===== src/rtl/lifo_ctrl_pkg.sv =====
// Shared encodings for the LIFO request arbiter: FSM states, op codes and
// a helper that sizes requester-index fields.
package lifo_ctrl_pkg;

  typedef enum logic [1:0] {
    IDLE  = 2'd0,
    ISSUE = 2'd1,
    RESP  = 2'd2
  } state_e;

  localparam logic OP_PUSH = 1'b1;
  localparam logic OP_POP  = 1'b0;

  // Width of an index into n requesters; never narrower than one bit.
  function automatic int idx_width(input int n);
    return (n > 1) ? $clog2(n) : 1;
  endfunction

endpackage


===== src/rtl/rr_arbiter.sv =====
// Combinational round-robin selector: scans upward from ptr with wrap and
// returns the first active request as a one-hot grant plus its index.
module rr_arbiter
  import lifo_ctrl_pkg::*;
#(
  parameter int NREQ = 4,
  localparam int IW = idx_width(NREQ)
) (
  input  logic [NREQ-1:0] req,
  input  logic [IW-1:0]   ptr,
  output logic [NREQ-1:0] grant,
  output logic [IW-1:0]   idx,
  output logic            valid
);

  // First requester at or above ptr (modulo NREQ) wins.
  always_comb begin
    int c;
    grant = '0;
    idx   = '0;
    valid = 1'b0;
    c     = 0;
    for (int k = 0; k < NREQ; k++) begin
      c = int'(ptr) + k;
      if (c >= NREQ) c = c - NREQ;
      if (!valid && req[IW'(c)]) begin
        valid           = 1'b1;
        idx             = IW'(c);
        grant[IW'(c)]   = 1'b1;
      end
    end
  end

endmodule


===== src/rtl/lifo_arbiter.sv =====
// Serialises push/pop requests from NREQ requesters onto one stack.
// Each grant runs IDLE -> ISSUE (stack strobe) -> RESP (ack pulse).
module lifo_arbiter
  import lifo_ctrl_pkg::*;
#(
  parameter int BITWIDTH = 5,
  parameter int DEPTH    = 4,
  parameter int NREQ     = 4
) (
  input  logic                     clk,
  input  logic                     rst,
  input  logic [NREQ-1:0]          req,
  input  logic [NREQ-1:0]          op,
  input  logic [NREQ*BITWIDTH-1:0] wdata,
  output logic [NREQ-1:0]          ack,
  output logic                     err,
  output logic [BITWIDTH-1:0]      rdata,
  output logic                     busy,
  output logic [DEPTH:0]           count,
  output logic                     lifo_wEn,
  output logic                     lifo_rEn,
  output logic [BITWIDTH-1:0]      lifo_dIn,
  input  logic                     lifo_full,
  input  logic                     lifo_empty,
  input  logic [BITWIDTH-1:0]      lifo_dOut
);

  localparam int IW = idx_width(NREQ);
  localparam logic [DEPTH:0] CNT_MAX  = (DEPTH+1)'(2**DEPTH);
  localparam logic [DEPTH:0] CNT_ONE  = (DEPTH+1)'(1);
  localparam logic [IW-1:0]  LAST_IDX = IW'(NREQ-1);
  localparam logic [IW-1:0]  IDX_ONE  = IW'(1);

  state_e                state_q, state_d;
  logic [IW-1:0]         rr_ptr_q, rr_ptr_d;
  logic [IW-1:0]         idx_q, idx_d;
  logic                  op_q, op_d;
  logic [BITWIDTH-1:0]   data_q, data_d;
  logic [BITWIDTH-1:0]   rdata_q, rdata_d;
  logic                  err_q, err_d;
  logic [DEPTH:0]        count_q, count_d;

  logic [NREQ-1:0]       gnt;
  logic [IW-1:0]         gnt_idx;
  logic                  gnt_valid;
  logic                  gnt_op;
  logic [BITWIDTH-1:0]   gnt_data;

  rr_arbiter #(.NREQ(NREQ)) u_rr (
    .req   (req),
    .ptr   (rr_ptr_q),
    .grant (gnt),
    .idx   (gnt_idx),
    .valid (gnt_valid)
  );

  // Pick the winning requester's op and data through the one-hot grant.
  always_comb begin
    gnt_op   = 1'b0;
    gnt_data = '0;
    for (int i = 0; i < NREQ; i++) begin
      if (gnt[i]) begin
        gnt_op   = op[i];
        gnt_data = wdata[i*BITWIDTH +: BITWIDTH];
      end
    end
  end

  // Next-state, stack strobes and occupancy bookkeeping.
  always_comb begin
    state_d  = state_q;
    rr_ptr_d = rr_ptr_q;
    idx_d    = idx_q;
    op_d     = op_q;
    data_d   = data_q;
    rdata_d  = rdata_q;
    err_d    = err_q;
    count_d  = count_q;
    lifo_wEn = 1'b0;
    lifo_rEn = 1'b0;
    lifo_dIn = '0;
    case (state_q)
      IDLE: begin
        if (gnt_valid) begin
          idx_d    = gnt_idx;
          op_d     = gnt_op;
          data_d   = gnt_data;
          rdata_d  = '0;
          err_d    = 1'b0;
          rr_ptr_d = (gnt_idx == LAST_IDX) ? '0 : gnt_idx + IDX_ONE;
          state_d  = ISSUE;
        end
      end
      ISSUE: begin
        state_d = RESP;
        rdata_d = '0;
        err_d   = 1'b0;
        if (op_q == OP_PUSH) begin
          if (!lifo_full) begin
            lifo_wEn = 1'b1;
            lifo_dIn = data_q;
            if (count_q != CNT_MAX) count_d = count_q + CNT_ONE;
          end else begin
            err_d = 1'b1;
          end
        end else begin
          if (!lifo_empty) begin
            lifo_rEn = 1'b1;
            rdata_d  = lifo_dOut;
            if (count_q != '0) count_d = count_q - CNT_ONE;
          end else begin
            err_d = 1'b1;
          end
        end
      end
      RESP: begin
        state_d = IDLE;
        rdata_d = '0;
        err_d   = 1'b0;
      end
      default: state_d = IDLE;
    endcase
  end

  // State register; reset aborts any operation in flight.
  always_ff @(posedge clk) begin
    if (rst) begin
      state_q  <= IDLE;
      rr_ptr_q <= '0;
      idx_q    <= '0;
      op_q     <= 1'b0;
      data_q   <= '0;
      rdata_q  <= '0;
      err_q    <= 1'b0;
      count_q  <= '0;
    end else begin
      state_q  <= state_d;
      rr_ptr_q <= rr_ptr_d;
      idx_q    <= idx_d;
      op_q     <= op_d;
      data_q   <= data_d;
      rdata_q  <= rdata_d;
      err_q    <= err_d;
      count_q  <= count_d;
    end
  end

  // Ack is decoded per requester and only ever high in RESP.
  for (genvar gi = 0; gi < NREQ; gi++) begin : g_ack
    assign ack[gi] = (state_q == RESP) && (idx_q == IW'(gi));
  end

  assign err   = (state_q == RESP) && err_q;
  assign rdata = (state_q == RESP) ? rdata_q : '0;
  assign busy  = (state_q != IDLE);
  assign count = count_q;

endmodule


===== config.mk =====
export PLATFORM = sky130hd
export DESIGN_NAME = lifo_arbiter
export DESIGN_NICKNAME = d
export VERILOG_FILES = /design/src/rtl/lifo_ctrl_pkg.sv /design/src/rtl/rr_arbiter.sv /design/src/rtl/lifo_arbiter.sv
export SDC_FILE = /design/constraint.sdc
export NUM_CORES = 1
export LEC_CHECK = 0
export CORE_ASPECT_RATIO = 1.5
export CORE_MARGIN = 5
export CORE_UTILIZATION = 43
export CTS_BUF_LIST = sky130_fd_sc_hd__clkbuf_2
export DETAILED_ROUTE_END_ITERATION = 8
export PLACE_DENSITY = 0.89
export SETUP_SLACK_MARGIN = 0.5
export SYNTH_ARGS = -nofsm -noshare
export SYNTH_HDL_FRONTEND = slang
export SYNTH_SLANG_ARGS = --single-unit

===== constraint.sdc =====
create_clock -name clk -period 3.5 [get_ports clk]
set_clock_uncertainty 0.2 [all_clocks]
set_input_delay 0.35 -clock clk [delete_from_list [all_inputs] [get_ports clk]]
set_output_delay 0.35 -clock clk [all_outputs]
set_load 0.05 [all_outputs]

==> impl_metrics.tcl, run 1 <==
set metrics [dict create \
    outcome "finished, final reports clean" \
    hpwl_um 3930 \
    synth_nets 279 \
    clk_pin_slew_worst_paths_ns 0.24 \
    crit_required_ns 3.55 \
    root_buffer "clkbuf_2" \
    period_share 0.822 \
    drc 0 \
    diodes 0 \
    grt_pass1_wl_um 8000 \
    drv_cap 0 \
    cts_made_buffers 3 \
    tns_ns 0 \
    ys_ff_latch 23 \
    track_usage 0.164 \
    cp_max_fo 18 \
    power.net_switching_uw 685 \
    min_period_ns 2.88 \
    nFillCells 396 \
    ys_warn_count 0 \
    regToRegStartpoint "rr_ptr_q[0]" \
    first_global_vias 1899 \
    cts_tree "done" \
    p_int_uw 785 \
    power_density_nw_per_um2 583 \
    gr-total-overflow 0 \
    die_area_um2 5730 \
    cp_slowest_cell "or4b_1" \
    wl_per_cell_um 15.0 \
    ioPinCount 60 \
    netlist_instances 229 \
    worstSetupPathType "reg -> reg" \
    yosysMostFrequentCell "nor2_1" \
    ys_types 49 \
    yosysTopAreaCell "dfxtp_1" \
    die_x_um 63.5 \
    rows 29 \
    yosys-top-cells-count "31 x nor2_1, 23 x dfxtp_1, 15 x a21oi_1, 15 x nand2_1" \
    worstSetupStartpoint "rr_ptr_q[0]" \
    area_delta_synth_final_pct 36.5 \
    first_iter_violations 85 \
    nNetsFinal 337 \
    htreeDepth 1 \
    grt_setup_unrepaired "no" \
    p_comb_frac 0.670 \
    synthTopCellsByArea "dfxtp_1 25%, ha_1 8.1%, nor2_1 6.3%" \
    arrival_ns 2.93 \
    synth_area_um2 1850 \
    cts.sinks 23 \
    die_height_um 90.3 \
    max-vdd-ir-drop_mv 0.390 \
    hp-start "err_q" \
    start_kind "register" \
    grt_max_degree 19 \
    layout-drive-gt1-share 0.0944 \
    setup_viol 0 \
    start_util 0.439 \
    io_buffers 59 \
    swShare 0.466 \
    antenna_found_initial 0 \
    worstSkewPairLatency_ns 0.34 \
    maxSlewViolCount 0 \
    firstDrtPassIters 4 \
    synth_edf_count 0 \
    cp_cell_sequence "buf_4 > mux2_4 > or4b_1 > a21oi_1 > a221o_2 > nor3b_1 > a211oi_1 > o32ai_1" \
    viasPerCell 5.66 \
    whs_ns 0.315 \
    design.core.area_um2 4210 \
    slowest_delay_ns 0.47 \
    avgSynthCellArea_um2 8.06 \
    vias 1878 \
    relSlewSlack 0.491 \
    hold_viol 0 \
    hold_class "reg -> reg" \
    drt_wl_total_um 5000 \
    clockBufferDepth 2 \
    p_seq_frac 0.252 \
    place_congestion 0.935 \
    worstMarginPinSlew_ns 0.764 \
    ant_nets 0 \
    ys_seq_area_frac 0.249 \
    p_leak_uw 0.00104 \
    max_freq_ghz 0.348 \
    ys_async_sr_fraction 0 \
    end_kind "register" \
    p_total_uw 1470 \
    pwr-share-clk 0.078 \
    yosysTopAreaCellShare 0.249 \
    synthFlopType "dfxtp_1" \
    ctsHoldBuffers 0 \
]
-- cells by family after synthesis --
group,share of synthesized area
AOI/OAI and AO/OA,0.243
xor gates and xnor gates,0.0285
adders and majority gates,0.0921
buffers and inverters,0.0583
DFF,0.249
muxes,0.0644
and+or+nand+nor,0.265
-- final timing paths --
kind | end | slack, ns | depth (start not counted)
min reg2reg | err_q | 0.31 | 2
min | err_q | 0.31 | 2
max reg2reg | op_q | 0.62 | 8
max | op_q | 0.62 | 8
-- repair_timing --
item,in CTS,in global routing
setup buffers,0,0
endpoints found under the setup margin,5,7
resized for setup,5,4
-- through the flow --
stage               std cells  area [um2]  utilization  setup WS [ns]
finish                    332        2520        0.599          0.624
detailed placement        328        2490        0.591          0.280
floorplan                 229        1870            -          0.527
global route              332        2520        0.599          0.509
global placement          328        2490        0.591          0.319
CTS                       332        2500        0.595          0.522
-- state kept, by name (all words and copies together) (netlist names) --
register,flops
err_q,1
count,5
op_q,1
state_q,2
data_q,5
rr_ptr_q,2
idx_q,2
rdata_q,5
-- routing by layer --
layer	track usage	up-vias	share of wire
met5	0	-	0
met4	0.0711	0	0.011
met3	0.0162	4	0.048
met2	0.309	70	0.54
met1	0.178	861	0.40
li1	-	943	-
-- critical path: cells and delay by family, from the launching register on --
family          cells  cell delay (ns)
compound gates      4             1.04
simple gates        2             0.56
flops               1             0.39
mux                 1             0.36
buf+inv             1             0.24
-- power groups by stage --
stage / logic, uW / clock network [uW] / registers (uW)
after global routing: 1080 / 129 / 380
final: 985 / 115 / 370
after floorplan: 709 / 0 / 401
after CTS: 954 / 118 / 370
after global placement: 931 / 0 / 374
after detailed placement: 952 / 0 / 376
-- final cells by class --
| class | instances | area (um2) | area share |
|---|---|---|---|
| repair buffers | 66 | 639 | 0.254 |
| clock buffers | 4 | 20.0 | 0.00794 |
| multi-input cells | 183 | 1300 | 0.517 |
| flip-flops and latches | 23 | 462 | 0.183 |
| well taps | 46 | 57.6 | 0.0228 |
| inverters | 10 | 37.5 | 0.0149 |
-- cell usage in the layout, fill, tap and decap left out, types with 3 or more instances in the layout --
| cell type | count |
|---|---|
| clkdlybuf4s50_1 | 53 |
| nor2_1 | 31 |
| dfxtp_1 | 22 |
| nand2_1 | 15 |
| a21oi_1 | 15 |
| and2_1 | 12 |
| ha_1 | 11 |
| inv_1 | 9 |
| o21ai_0 | 7 |
| nor3b_1 | 7 |
| a211oi_1 | 7 |
| a2bb2oi_1 | 7 |
| buf_4 | 7 |
| o32ai_1 | 6 |
| a22oi_1 | 5 |
| dlygate4sd2_1 | 5 |
| mux2i_1 | 4 |
| nor3_1 | 4 |
| clkbuf_2 | 4 |
| mux2_4 | 3 |
| nor2b_1 | 3 |
| nand2b_1 | 3 |
| o211ai_1 | 3 |
| xor2_1 | 3 |
| xnor2_1 | 3 |
(Power assumes the default switching activity.)
==> run 2: changes to the inputs <==
Settings changed: CORE_UTILIZATION 43 to 45.
Clock period 3.5 ns to 2.9 ns, I/O delays scaled along.
==> impl_metrics.tcl, run 2 (synthesis results as in run 1) <==
set metrics [dict create \
    period_share 0.955 \
    worst_slack_ns 0.132 \
    wl_per_cell_um 18.0 \
    area_delta_synth_final_pct 62.5 \
    grt_pass1_wl_um 9800 \
    drt_wl_total_um 6590 \
    hold_class "reg -> reg" \
    drc 0 \
    die_x_um 62.3 \
    grt_setup_unrepaired "yes" \
    die_height_um 88.5 \
    gr-total-overflow 0 \
    track_usage 0.218 \
    p_total_uw 2450 \
    worstMarginPinSlew_ns 0.556 \
    clockBufferDepth 2 \
    layout_commonest_cell "clkdlybuf4s50_1" \
    hp-start "idx_q[0]" \
    max-vdd-ir-drop_mv 0.570 \
    crit_required_ns 2.93 \
    p_leak_uw 0.00129 \
    first_iter_violations 126 \
    hpwl_um 4290 \
    rows 28 \
    antenna_found_initial 0 \
    die_area_um2 5510 \
    place_congestion 0.919 \
    final_area_um2 3000 \
    setup_viol 0 \
    diodes 0 \
    maxSlewViolCount 0 \
    worstSetupStartpoint "rr_ptr_q[0]" \
    outcome "finished, final reports clean" \
    cts.sinks 23 \
    power_density_nw_per_um2 816 \
    max_freq_ghz 0.361 \
    arrival_ns 2.80 \
    relSlewSlack 0.630 \
    regToRegStartpoint "rr_ptr_q[0]" \
    firstDrtPassIters 4 \
    nNetsFinal 371 \
    cts_tree "done" \
    root_buffer "clkbuf_2" \
    placed_area_um2 2650 \
    layout-drive-gt1-share 0.313 \
    drv_cap 0 \
    grt_max_degree 18 \
    worstSkewPairLatency_ns 0.33 \
    htreeDepth 1 \
    cp_max_fo 5 \
    end_kind "register" \
    cts_made_buffers 3 \
    viasPerCell 5.98 \
    r2r_slack_ns 0.13 \
    worstSetupPathType "reg -> reg" \
    first_global_vias 2117 \
    io_buffers 59 \
    min_period_ns 2.77 \
    ioPinCount 60 \
    start_util 0.466 \
    design.core.area_um2 3960 \
    dp_slack_ns -0.0990 \
    hold_viol 0 \
    vias 2182 \
    ant_nets 0 \
    start_kind "register" \
    mostFrequentLayoutCells "42 x clkdlybuf4s50_1, 37 x buf_4, 31 x nor2_1, 21 x dfxtp_1, 13 x nand2_1" \
    clk_pin_slew_worst_paths_ns 0.22 \
]
## run 2: what timing repair did
action                                  CTS  global route
endpoints found under the setup margin   22            19
pin swaps                                12             6
endpoints found under the hold margin     0             0
buffers inserted                         13             7
gates cloned                              1             0
hold buffers                              0             0
gates resized for setup                  32            28
## run 2: routing by layer
layer  vias up  part of all wire  track usage
met3        29             0.056       0.0178
met1      1039              0.34        0.215
li1       1015                 -            -
met5         -                 0            0
met4         0             0.041        0.110
met2        99              0.56        0.445
## run 2: report_power, final
| part | switching (uW) | internal (uW) | total, uW |
|---|---|---|---|
| Sequential | 67.2 | 392 | 459 |
| Clock | 98.2 | 31.3 | 129 |
| Combinational | 935 | 925 | 1860 |
| Total | 1100 | 1350 | 2450 |
## run 2: final timing paths
kind                                   to  depth (start not counted)
worst min register to register   idx_q[0]                          2
worst max register to register  data_q[3]                         12
worst max-delay path            data_q[3]                         12
worst min-delay path             idx_q[0]                          2
## run 2: layout make-up
| type | count | area [um2] |
|---|---|---|
| multi-input cells | 183 | 1480 |
| fillers | 271 | 958 |
| repair buffers | 100 | 931 |
| flip-flops and latches | 23 | 465 |
| well taps | 45 | 56.3 |
| inverters | 10 | 45.0 |
| clock buffers | 3 | 15.0 |
| clock inverters | 1 | 5.00 |
## run 2: worst max-delay path, stage by stage, from the launching register on
cell,delay [ns]
dfxtp_4,0.41
buf_12,0.13
inv_8,0.03
ha_4,0.28
mux4_2,0.30
and3_4,0.17
buf_4,0.13
buf_4,0.13
a221oi_4,0.33
buf_6,0.17
nor3b_2,0.04
a211oi_1,0.21
o32ai_1,0.14
## run 2: metrics by stage
step                      setup TNS, ns   util  cells  hold WS [ns]
final                                 0  0.758    365         0.323
after CTS                             0  0.728    358         0.323
after floorplan                       0      -    229         0.208
after global routing                  0  0.758    365         0.332
after global placement          -0.0504  0.670    340         0.259
after detailed placement         -0.262  0.670    340         0.286
==> run 3: changes to the inputs <==
Settings changed: CORE_UTILIZATION 45 to 25, MAX_ROUTING_LAYER set to met4, PLACE_DENSITY 0.89 to 0.6.
==> impl_metrics.tcl, run 3 (synthesis results as in run 1) <==
set metrics [dict create \
    first_iter_violations 62 \
    cp_max_fo 7 \
    gr-total-overflow 0 \
    clk_pin_slew_worst_paths_ns 0.22 \
    clockBufferDepth 2 \
    die_height_um 115 \
    antenna_found_initial 0 \
    arrival_ns 2.72 \
    worstMarginPinSlew_ns 0.549 \
    hp-start "err_q" \
    cts_tree "done" \
    start_util 0.256 \
    max_freq_ghz 0.373 \
    outcome "finished, final reports clean" \
    worstSetupPathType "reg -> reg" \
    ant_nets 0 \
    cts_made_buffers 3 \
    critPathBufInv 3 \
    worstSetupStartpoint "rr_ptr_q[0]" \
    power_density_nw_per_um2 754 \
    vias 1987 \
    crit_required_ns 2.94 \
    diodes 0 \
    relSlewSlack 0.634 \
    grt_pass1_wl_um 9230 \
    die_x_um 80.2 \
    htreeDepth 1 \
    place_inst 401 \
    io_buffers 59 \
    min_period_ns 2.68 \
    cts.sinks 23 \
    layout_commonest_cell "clkdlybuf4s50_1" \
    max-vdd-ir-drop_mv 0.310 \
    tns_ns 0 \
    hold_viol 0 \
    hold_class "reg -> reg" \
    place_congestion 0.834 \
    drc 0 \
    rows 38 \
    wl_per_cell_um 14.0 \
    cp_slowest_cell "dfxtp_4" \
    layout-drive-gt1-share 0.290 \
    period_share 0.923 \
    worstSkewPairLatency_ns 0.34 \
    nFillCells 767 \
    viasPerCell 4.80 \
    slowest_delay_ns 0.44 \
    p_leak_uw 0.00122 \
    multi_input_area_um2 1460 \
    track_usage 0.128 \
    grt_max_degree 19 \
    cp_top_family "compound AO/OA/AOI/OAI gates" \
    root_buffer "clkbuf_2" \
    hpwl_um 4460 \
    end_kind "register" \
    regToRegStartpoint "rr_ptr_q[0]" \
    grt_setup_unrepaired "yes" \
    fin_cells 414 \
    cp_cell_sequence "buf_2 > or3b_4 > a2111oi_4 > buf_4 > a32o_2 > a221o_2 > buf_6 > nor3b_2 > a211oi_1 > o32ai_1" \
    nNetsFinal 365 \
    die_area_um2 9240 \
    setup_viol 0 \
    start_kind "register" \
    area_delta_synth_final_pct 57.9 \
    mostFrequentLayoutCells "42 x clkdlybuf4s50_1, 34 x buf_4, 30 x nor2_1, 22 x dfxtp_1, 13 x nand2_1" \
    drv_cap 0 \
    design.core.area_um2 7230 \
    regArea_um2 464 \
    first_global_vias 1970 \
    firstDrtPassIters 4 \
    maxSlewViolCount 0 \
    drt_wl_total_um 5810 \
    ioPinCount 60 \
]
==> run 3: cell types whose count changed in the layout (fill, tap and decap cells not counted), sizes merged <==
cell / change
clkdlybuf4s15: -2
clkbuf: +5
buf: -7
dlygate4sd2: -3
a221o: +1
==> run 3: what timing repair did <==
item	CTS	global route
endpoints found under the setup margin	20	19
gates resized for setup	26	36
hold buffers	0	0
buffers inserted	5	3
pin swaps	5	11
gates cloned	1	0
==> run 3: final cells by class <==
class | count | share of cell area
tap | 100 | 0.0429
timing repair buffer | 93 | 0.274
clock inverter | 1 | 0.00172
inverter | 10 | 0.0155
multi-input combinational | 184 | 0.501
clock buffer | 3 | 0.00515
sequential | 23 | 0.159
==> run 3: metal layers <==
metal / GRT usage / wire length (um) / vias to the layer above
met2: 0.241 / 3130 / 40
met1: 0.143 / 2420 / 929
met5: - / 0 / -
met3: 0.0110 / 207 / 4
met4: 0.0304 / 53 / 0
li1: - / - / 1014
==> run 3: final timing paths <==
path                                  end  slack, ns  depth (start not counted)
worst min-delay path                err_q       0.32                          2
worst min register to register      err_q       0.32                          2
worst max-delay path            data_q[0]       0.22                         10
worst max register to register  data_q[0]       0.22                         10
==> run 3: worst min-delay path: stages (launching register included) <==
cell and delay (ns):
dfxtp_1 0.37, a21oi_1 0.06, nor2_1 0.07
==> run 3: through the flow <==
stage	setup WS (ns)	util	total power, uW	cell area [um2]	hold WS, ns
finish	0.222	0.403	2200	2920	0.315
global route	0.123	0.403	2360	2920	0.348
CTS	0.251	0.396	2080	2860	0.324
detailed placement	-0.264	0.383	1850	2770	0.278
global placement	-0.240	0.383	1830	2770	0.262
floorplan	0.124	-	1440	1970	0.208
==> run 3: power by group <==
group	leakage [uW]	internal, uW	switching [uW]
Sequential	0.000189	390	63.2
Clock	0.0000164	31.3	102
Combinational	0.00101	793	817
Total	0.00122	1210	982
